<file path="config.mk">
export PLATFORM = sky130hd
export DESIGN_NAME = byte_arbiter_rr
export DESIGN_NICKNAME = d
export VERILOG_FILES = /design/src/rtl/byte_arb_pkg.sv /design/src/rtl/byte_arbiter_rr_rr_arbiter.sv /design/src/rtl/byte_arbiter_rr.sv
export SDC_FILE = /design/constraint.sdc
export NUM_CORES = 1
export LEC_CHECK = 0
export ABC_AREA = 1
export CAP_MARGIN = 20
export CORE_UTILIZATION = 40
export DETAILED_ROUTE_END_ITERATION = 10
export PLACE_DENSITY = 0.86
export RECOVER_POWER = 50
export SYNTH_ARGS = -nofsm -noshare
export SYNTH_HDL_FRONTEND = slang
export SYNTH_SLANG_ARGS = --single-unit
</file>
<file path="constraint.sdc">
create_clock -name clk -period 4.84 [get_ports clk]
set_input_delay 0.726 -clock clk [delete_from_list [all_inputs] [get_ports clk]]
set_output_delay 0.726 -clock clk [all_outputs]
set_load 0.005 [all_outputs]
</file>
<file path="src/rtl/byte_arb_pkg.sv">
// Shared types and the rotating-priority pick for the N-client byte arbiter.
package byte_arb_pkg;

  localparam int DROP_W = 16;
  localparam int MAX_N  = 16;

  typedef enum logic {IDLE, LOCKED} pkt_state_t;

  typedef struct packed {
    logic       valid;
    logic [3:0] idx;
  } rr_pick_t;

  // First set bit of req searching ptr+1, ptr+2, ... modulo n.
  // Walks the distances backwards so the nearest candidate is written last.
  function automatic rr_pick_t rr_pick(input logic [MAX_N-1:0] req,
                                       input logic [3:0] ptr, input int n);
    rr_pick_t p;
    int j;
    p = '0;
    for (int k = MAX_N; k >= 1; k--) begin
      if (k <= n) begin
        j = int'(ptr) + k;
        if (j >= n) j = j - n;
        if (req[j[3:0]]) begin
          p.valid = 1'b1;
          p.idx   = j[3:0];
        end
      end
    end
    return p;
  endfunction

endpackage

</file>
<file path="src/rtl/byte_arbiter_rr_rr_arbiter.sv">
// Combinational round-robin selector; optional mask restricts eligibility to one index.
module rr_arbiter
  import byte_arb_pkg::*;
#(
  parameter int N  = 4,
  parameter int IW = $clog2(N)
) (
  input  logic [N-1:0]  req,
  input  logic [IW-1:0] ptr,
  input  logic          mask_en,
  input  logic [IW-1:0] mask_idx,
  output logic [N-1:0]  gnt_onehot,
  output logic [IW-1:0] gnt_idx,
  output logic          gnt_valid
);

  logic [MAX_N-1:0] elig;
  rr_pick_t         pick;

  always_comb begin
    elig        = '0;
    elig[N-1:0] = req;
    if (mask_en) elig = elig & (MAX_N'(1) << mask_idx);
    pick        = rr_pick(elig, 4'(ptr), N);
    gnt_valid   = pick.valid;
    gnt_idx     = IW'(pick.idx);
    gnt_onehot  = pick.valid ? (N'(1) << pick.idx) : '0;
  end

endmodule

</file>
<file path="src/rtl/byte_arbiter_rr.sv">
// N-client byte arbiter: round-robin tx onto one serdes port, ID-routed rx back to clients.
module byte_arbiter_rr
  import byte_arb_pkg::*;
#(
  parameter int N_CLIENTS   = 4,
  parameter int DATA_W      = 8,
  parameter int ID_W        = $clog2(N_CLIENTS),
  parameter int PACKET_MODE = 0
) (
  input  logic                        clk,
  input  logic                        rst,
  input  logic [N_CLIENTS-1:0]        c_tx_req,
  input  logic [N_CLIENTS*DATA_W-1:0] c_tx_data,
  input  logic [N_CLIENTS-1:0]        c_tx_last,
  output logic [N_CLIENTS-1:0]        c_tx_acc,
  output logic [N_CLIENTS-1:0]        c_rx_req,
  output logic [DATA_W-1:0]           c_rx_data,
  input  logic [N_CLIENTS-1:0]        c_rx_acc,
  output logic                        s_tx_req,
  output logic [DATA_W-1:0]           s_tx_data,
  output logic [ID_W-1:0]             s_tx_id,
  input  logic                        s_tx_gnt,
  input  logic                        s_rx_req,
  input  logic [DATA_W-1:0]           s_rx_data,
  input  logic [ID_W-1:0]             s_rx_id,
  output logic                        s_rx_gnt,
  output logic [DROP_W-1:0]           drop_cnt
);

  pkt_state_t           state;
  logic [ID_W-1:0]      rr_ptr, owner, gnt_idx, ireg_id;
  logic [N_CLIENTS-1:0] gnt_onehot;
  logic [DATA_W-1:0]    win_data, ireg_data;
  logic                 free, lock_en, gnt_valid, tx_fire, win_last;
  logic                 ireg_valid, rx_drain, rx_fire, id_ok;

  // ---------------- tx ----------------
  assign free    = !s_tx_req || s_tx_gnt;
  assign lock_en = (PACKET_MODE != 0) && (state == LOCKED);

  rr_arbiter #(.N(N_CLIENTS), .IW(ID_W)) u_arb (
    .req        (c_tx_req),
    .ptr        (rr_ptr),
    .mask_en    (lock_en),
    .mask_idx   (owner),
    .gnt_onehot (gnt_onehot),
    .gnt_idx    (gnt_idx),
    .gnt_valid  (gnt_valid)
  );

  assign tx_fire  = !rst && free && gnt_valid;
  assign c_tx_acc = tx_fire ? gnt_onehot : '0;
  assign win_last = |(gnt_onehot & c_tx_last);

  always_comb begin
    win_data = '0;
    for (int i = 0; i < N_CLIENTS; i++)
      if (gnt_onehot[i]) win_data = win_data | c_tx_data[i*DATA_W +: DATA_W];
  end

  always_ff @(posedge clk) begin
    if (rst) begin
      s_tx_req  <= 1'b0;
      s_tx_data <= '0;
      s_tx_id   <= '0;
      rr_ptr    <= ID_W'(N_CLIENTS - 1);
    end else if (tx_fire) begin
      s_tx_req  <= 1'b1;
      s_tx_data <= win_data;
      s_tx_id   <= gnt_idx;
      rr_ptr    <= gnt_idx;
    end else if (s_tx_gnt) begin
      s_tx_req  <= 1'b0;
    end
  end

  // Packet lock: a single-word packet (last on first word) never locks.
  always_ff @(posedge clk) begin
    if (rst) begin
      state <= IDLE;
      owner <= '0;
    end else if (PACKET_MODE != 0 && tx_fire) begin
      case (state)
        IDLE:    if (!win_last) begin
                   state <= LOCKED;
                   owner <= gnt_idx;
                 end
        LOCKED:  if (win_last) state <= IDLE;
        default: state <= IDLE;
      endcase
    end
  end

  // ---------------- rx ----------------
  assign c_rx_req  = ireg_valid ? (N_CLIENTS'(1) << ireg_id) : '0;
  assign c_rx_data = ireg_data;
  assign rx_drain  = |(c_rx_req & c_rx_acc);
  assign s_rx_gnt  = !rst && (!ireg_valid || rx_drain);
  assign rx_fire   = s_rx_req && s_rx_gnt;
  assign id_ok     = 32'(s_rx_id) < N_CLIENTS;

  always_ff @(posedge clk) begin
    if (rst) begin
      ireg_valid <= 1'b0;
      ireg_id    <= '0;
      ireg_data  <= '0;
      drop_cnt   <= '0;
    end else begin
      if (rx_fire && id_ok) begin
        ireg_valid <= 1'b1;
        ireg_id    <= s_rx_id;
        ireg_data  <= s_rx_data;
      end else if (rx_drain) begin
        ireg_valid <= 1'b0;
      end
      if (rx_fire && !id_ok && drop_cnt != {DROP_W{1'b1}})
        drop_cnt <= drop_cnt + 1'b1;
    end
  end

endmodule

</file>
==> run summary <==
RUN STATUS
-----------------------------------------------------------------------------------------------
Outcome                                                                            complete, no violations

TIMING
-----------------------------------------------------------------------------------------------
RSZ-0062 raised after global routing                                                         no
Maximum clock rate                                                                      248 MHz
Accumulated negative setup slack                                                           0 ps
Setup clock skew after layout                                                          0.920 ps
Number of hold violations in the final report                                                 0
Count of endpoints failing setup in the final report                                          0
Min Tclk post-route                                                                     4030 ps
Least-Margin Pin Slew                                                                   1010 ps
Max-slew violation total from the final report                                                0
Period utilization                                                                        83.3%
Tightest hold margin                                                                     466 ps
Worst rel slew slack                                                                      32.1%

CLOCKING
-----------------------------------------------------------------------------------------------
Bufs on Longest Clock Path                                                                    2
Number of cells upsized or downsized after cts                                                0
Number of sinks on the clock net                                                             24
Number of buffers inserted by post-CTS setup repair                                           0
Deepest level of the CTS H-tree                                                               1
CTS tree                                                                                    yes
Hold buffer count at cts                                                                      0
Cts bufs inserted                                                                             3
Clock input transition at the sequential cells of the worst setup and hold paths          80 ps
Clock latency on the worst-skew pair                                                     260 ps
Clock tree root driver cell                                                        sky130_fd_sc_hd__clkbuf_8

SYNTH
-----------------------------------------------------------------------------------------------
Most area-hungry cell type in the Yosys netlist                                    sky130_fd_sc_hd__dfxtp_1
Number of unique standard cell types used by synthesis                                       26
Part of the Yosys area used for sequential elements                                       28.9%
Most common library cells after synthesis                                          sky130_fd_sc_hd__nand2_1 (80), sky130_fd_sc_hd__nand3_1 (50), sky130_fd_sc_hd__dfxtp_1 (24)
Synthesized area per cell                                                              6.48 um2
Primary FF master, synth                                                           sky130_fd_sc_hd__dfxtp_1
Dominant cell by count in the synthesized netlist                                  sky130_fd_sc_hd__nand2_1
Share of Yosys cell area claimed by the top area cell type                                28.9%
Number of enable-type register cells in the synthesized netlist                               0
Yosys warning count                                                                           0
Number of synthesized register bits                                                          24
Number of instances in the synthesized netlist                                              257
Syn Std Cell Area                                                                      1670 um2
Fraction of registers with async set or reset after synthesis                                0%
Leading post-synthesis cells by cell area                                          sky130_fd_sc_hd__dfxtp_1 (29%), sky130_fd_sc_hd__nand2_1 (18%), sky130_fd_sc_hd__nand3_1 (15%), sky130_fd_sc_hd__buf_4 (8.1%), sky130_fd_sc_hd__inv_1 (4.7%)

DRT
-----------------------------------------------------------------------------------------------
Routed WL per cell                                                                      11.4 um
Initial drt markers                                                                         115
Post-DRT Antenna Nets                                                                         0
DRT Pass-1 Iters                                                                              4
Total detailed-routing wirelength                                                       4340 um
Via Count                                                                                  1826
Detailed-route DRC error count                                                                0
Via-to-Cell Ratio                                                                          4.78

CELLS AND AREA
-----------------------------------------------------------------------------------------------
Filler Cells Inserted                                                                       387
Relative area change from synthesis to final layout                                       47.9%
Number of nets in the final layout                                                          396
Antenna diodes                                                                                0
Fraction of final layout cells with drive strength greater than 1                         4.82%

SETUP PATH
-----------------------------------------------------------------------------------------------
Biggest fanout along the worst timing path                                                   24
Data arrival time of the worst path                                                     3300 ps
Required time at the worst-slack endpoint                                               4110 ps
Setup crit end kind                                                                  output pin
CP startpoint kind                                                                    flip-flop
Critical path class                                                                  reg -> out

PLACEMENT
-----------------------------------------------------------------------------------------------
Number of buffer cells added on primary ports                                                81
Post-DP HPWL                                                                            3420 um
Placer Congestion                                                                         0.849

FLOORPLANNING
-----------------------------------------------------------------------------------------------
Die Area                                                                               4430 um2
Initial standard-cell utilization of the core                                             41.6%
Std cell rows                                                                                23
Chip width                                                                              66.5 um
Die Span Y                                                                              66.5 um
Core Region                                                                            4000 um2
Top-level I/O count                                                                         102

FLOW RUN
-----------------------------------------------------------------------------------------------
Number of max-capacitance violations reported                                                 0

GLOBAL ROUTING
-----------------------------------------------------------------------------------------------
Global routing met3 resource utilization                                                  4.45%
Global route hottest layer                                                                 met2
Antenna violations before repair                                                              0
Global routing usage summed across all routing layers                                     20.0%
Wire length of the first global-routing pass                                            6920 um
Number of global-route vias before repair                                                  1629
Met2 track demand over resource                                                           34.6%
GR met1 Demand/Resource                                                                   25.0%
Overflow left after global routing                                                            0
Largest net degree at the start of global routing                                            25

PWR
-----------------------------------------------------------------------------------------------
Worst VDD drop                                                                         0.312 mV
Leakage power summed over all cells                                                     1.24 nW
Power Dens Cells                                                                     608 nW/um2
Overall Power                                                                         0.00150 W

MIN PATH
-----------------------------------------------------------------------------------------------
Class of the worst hold path                                                         reg -> reg

## placed cells by master, fill, tap and decap left out
| master | instances |
|---|---|
| sky130_fd_sc_hd__o21ai_0 | 11 |
| sky130_fd_sc_hd__a22oi_1 | 1 |
| sky130_fd_sc_hd__inv_1 | 21 |
| sky130_fd_sc_hd__clkdlybuf4s50_1 | 56 |
| sky130_fd_sc_hd__nand2_1 | 80 |
| sky130_fd_sc_hd__nor2_2 | 2 |
| sky130_fd_sc_hd__dfxtp_1 | 24 |
| sky130_fd_sc_hd__dlygate4sd3_1 | 25 |
| sky130_fd_sc_hd__nor4_1 | 1 |
| sky130_fd_sc_hd__a21oi_1 | 3 |
| sky130_fd_sc_hd__buf_4 | 1 |
| sky130_fd_sc_hd__nand2_2 | 4 |
| sky130_fd_sc_hd__inv_2 | 2 |
| sky130_fd_sc_hd__conb_1 | 16 |
| sky130_fd_sc_hd__nand3_2 | 2 |
| sky130_fd_sc_hd__nand4_1 | 1 |
| sky130_fd_sc_hd__nor3_1 | 6 |
| sky130_fd_sc_hd__nor3b_1 | 1 |
| sky130_fd_sc_hd__a21oi_2 | 1 |
| sky130_fd_sc_hd__o31ai_1 | 2 |
| sky130_fd_sc_hd__ha_1 | 5 |
| sky130_fd_sc_hd__clkbuf_8 | 4 |
| sky130_fd_sc_hd__clkinv_1 | 1 |
| sky130_fd_sc_hd__nor2_1 | 4 |
| sky130_fd_sc_hd__nand3_1 | 50 |
| sky130_fd_sc_hd__o21bai_1 | 8 |
## per-layer routing
metal / vias up / part of all wire [%] / wire, um
li1: 956 / - / -
met1: 804 / 44 / 1920
met2: 66 / 49 / 2110
met3: 0 / 7.3 / 315
met4: 0 / 0 / 0
met5: - / 0 / 0
## flip-flops by register name (all words and copies together), names as in the netlist
| register | cells |
|---|---|
| c_rx_data | 8 |
| ireg_id | 2 |
| ireg_valid | 1 |
| rr_ptr | 2 |
| s_tx_data | 8 |
| s_tx_id | 2 |
| s_tx_req | 1 |
## critical path, cell delays in order, from the launching register on
cell and delay [ps]:
sky130_fd_sc_hd__dfxtp_1 530, sky130_fd_sc_hd__inv_2 140, sky130_fd_sc_hd__ha_1 390, sky130_fd_sc_hd__inv_1 100, sky130_fd_sc_hd__nand3_1 90, sky130_fd_sc_hd__nand3_2 140
sky130_fd_sc_hd__nor3b_1 440, sky130_fd_sc_hd__inv_1 130, sky130_fd_sc_hd__nand3_2 330, sky130_fd_sc_hd__inv_1 120, sky130_fd_sc_hd__nand2_1 140, sky130_fd_sc_hd__nor2_1 50
sky130_fd_sc_hd__clkdlybuf4s50_1 450
## cell families after synthesis
logic type      count (synthesis)  share of synthesized area, %
compound gates                 26                          9.69
fa+ha+maj                       5                          3.76
buf+inv                        50                          16.8
flops                          24                          28.9
other cells                     1                         0.225
simple gates                  151                          40.7
## through the flow
step	setup slack, ps	utilization, %	std cells	area (um2)
floorplan	2080	-	272	1720
global placement	1040	60.3	378	2410
detailed placement	979	60.3	378	2410
CTS	882	61.7	382	2470
global route	520	61.6	382	2460
finish	810	61.6	382	2460
## layout make-up
type                    instances  area, um2  area share, %
well taps                      50       62.6           2.54
inverters                      24       90.1           3.66
flip-flops and latches         24        480           19.5
multi-input cells             198        957           38.9
repair buffers                 82        818           33.2
clock buffers                   4       55.1           2.23
## power by group
part | switching [W] | internal, W | leakage (nW) | total (W)
combinational | 0.000689 | 0.000388 | 1.01 | 0.00108
clock | 0.0000590 | 0.0000725 | 0.0288 | 0.000131
sequential | 0.0000382 | 0.000251 | 0.199 | 0.000289
## worst paths after layout
kind,from,to,slack (ps),cells past startpoint
max,rr_ptr[0],c_tx_acc[3],810,12
min,s_tx_id[0],s_tx_id[0],470,2
max reg2reg,rr_ptr[0],s_tx_id[1],2090,11
min reg2reg,s_tx_id[0],s_tx_id[0],470,2
No activity file was read; power rests on OpenSTA's default activity.
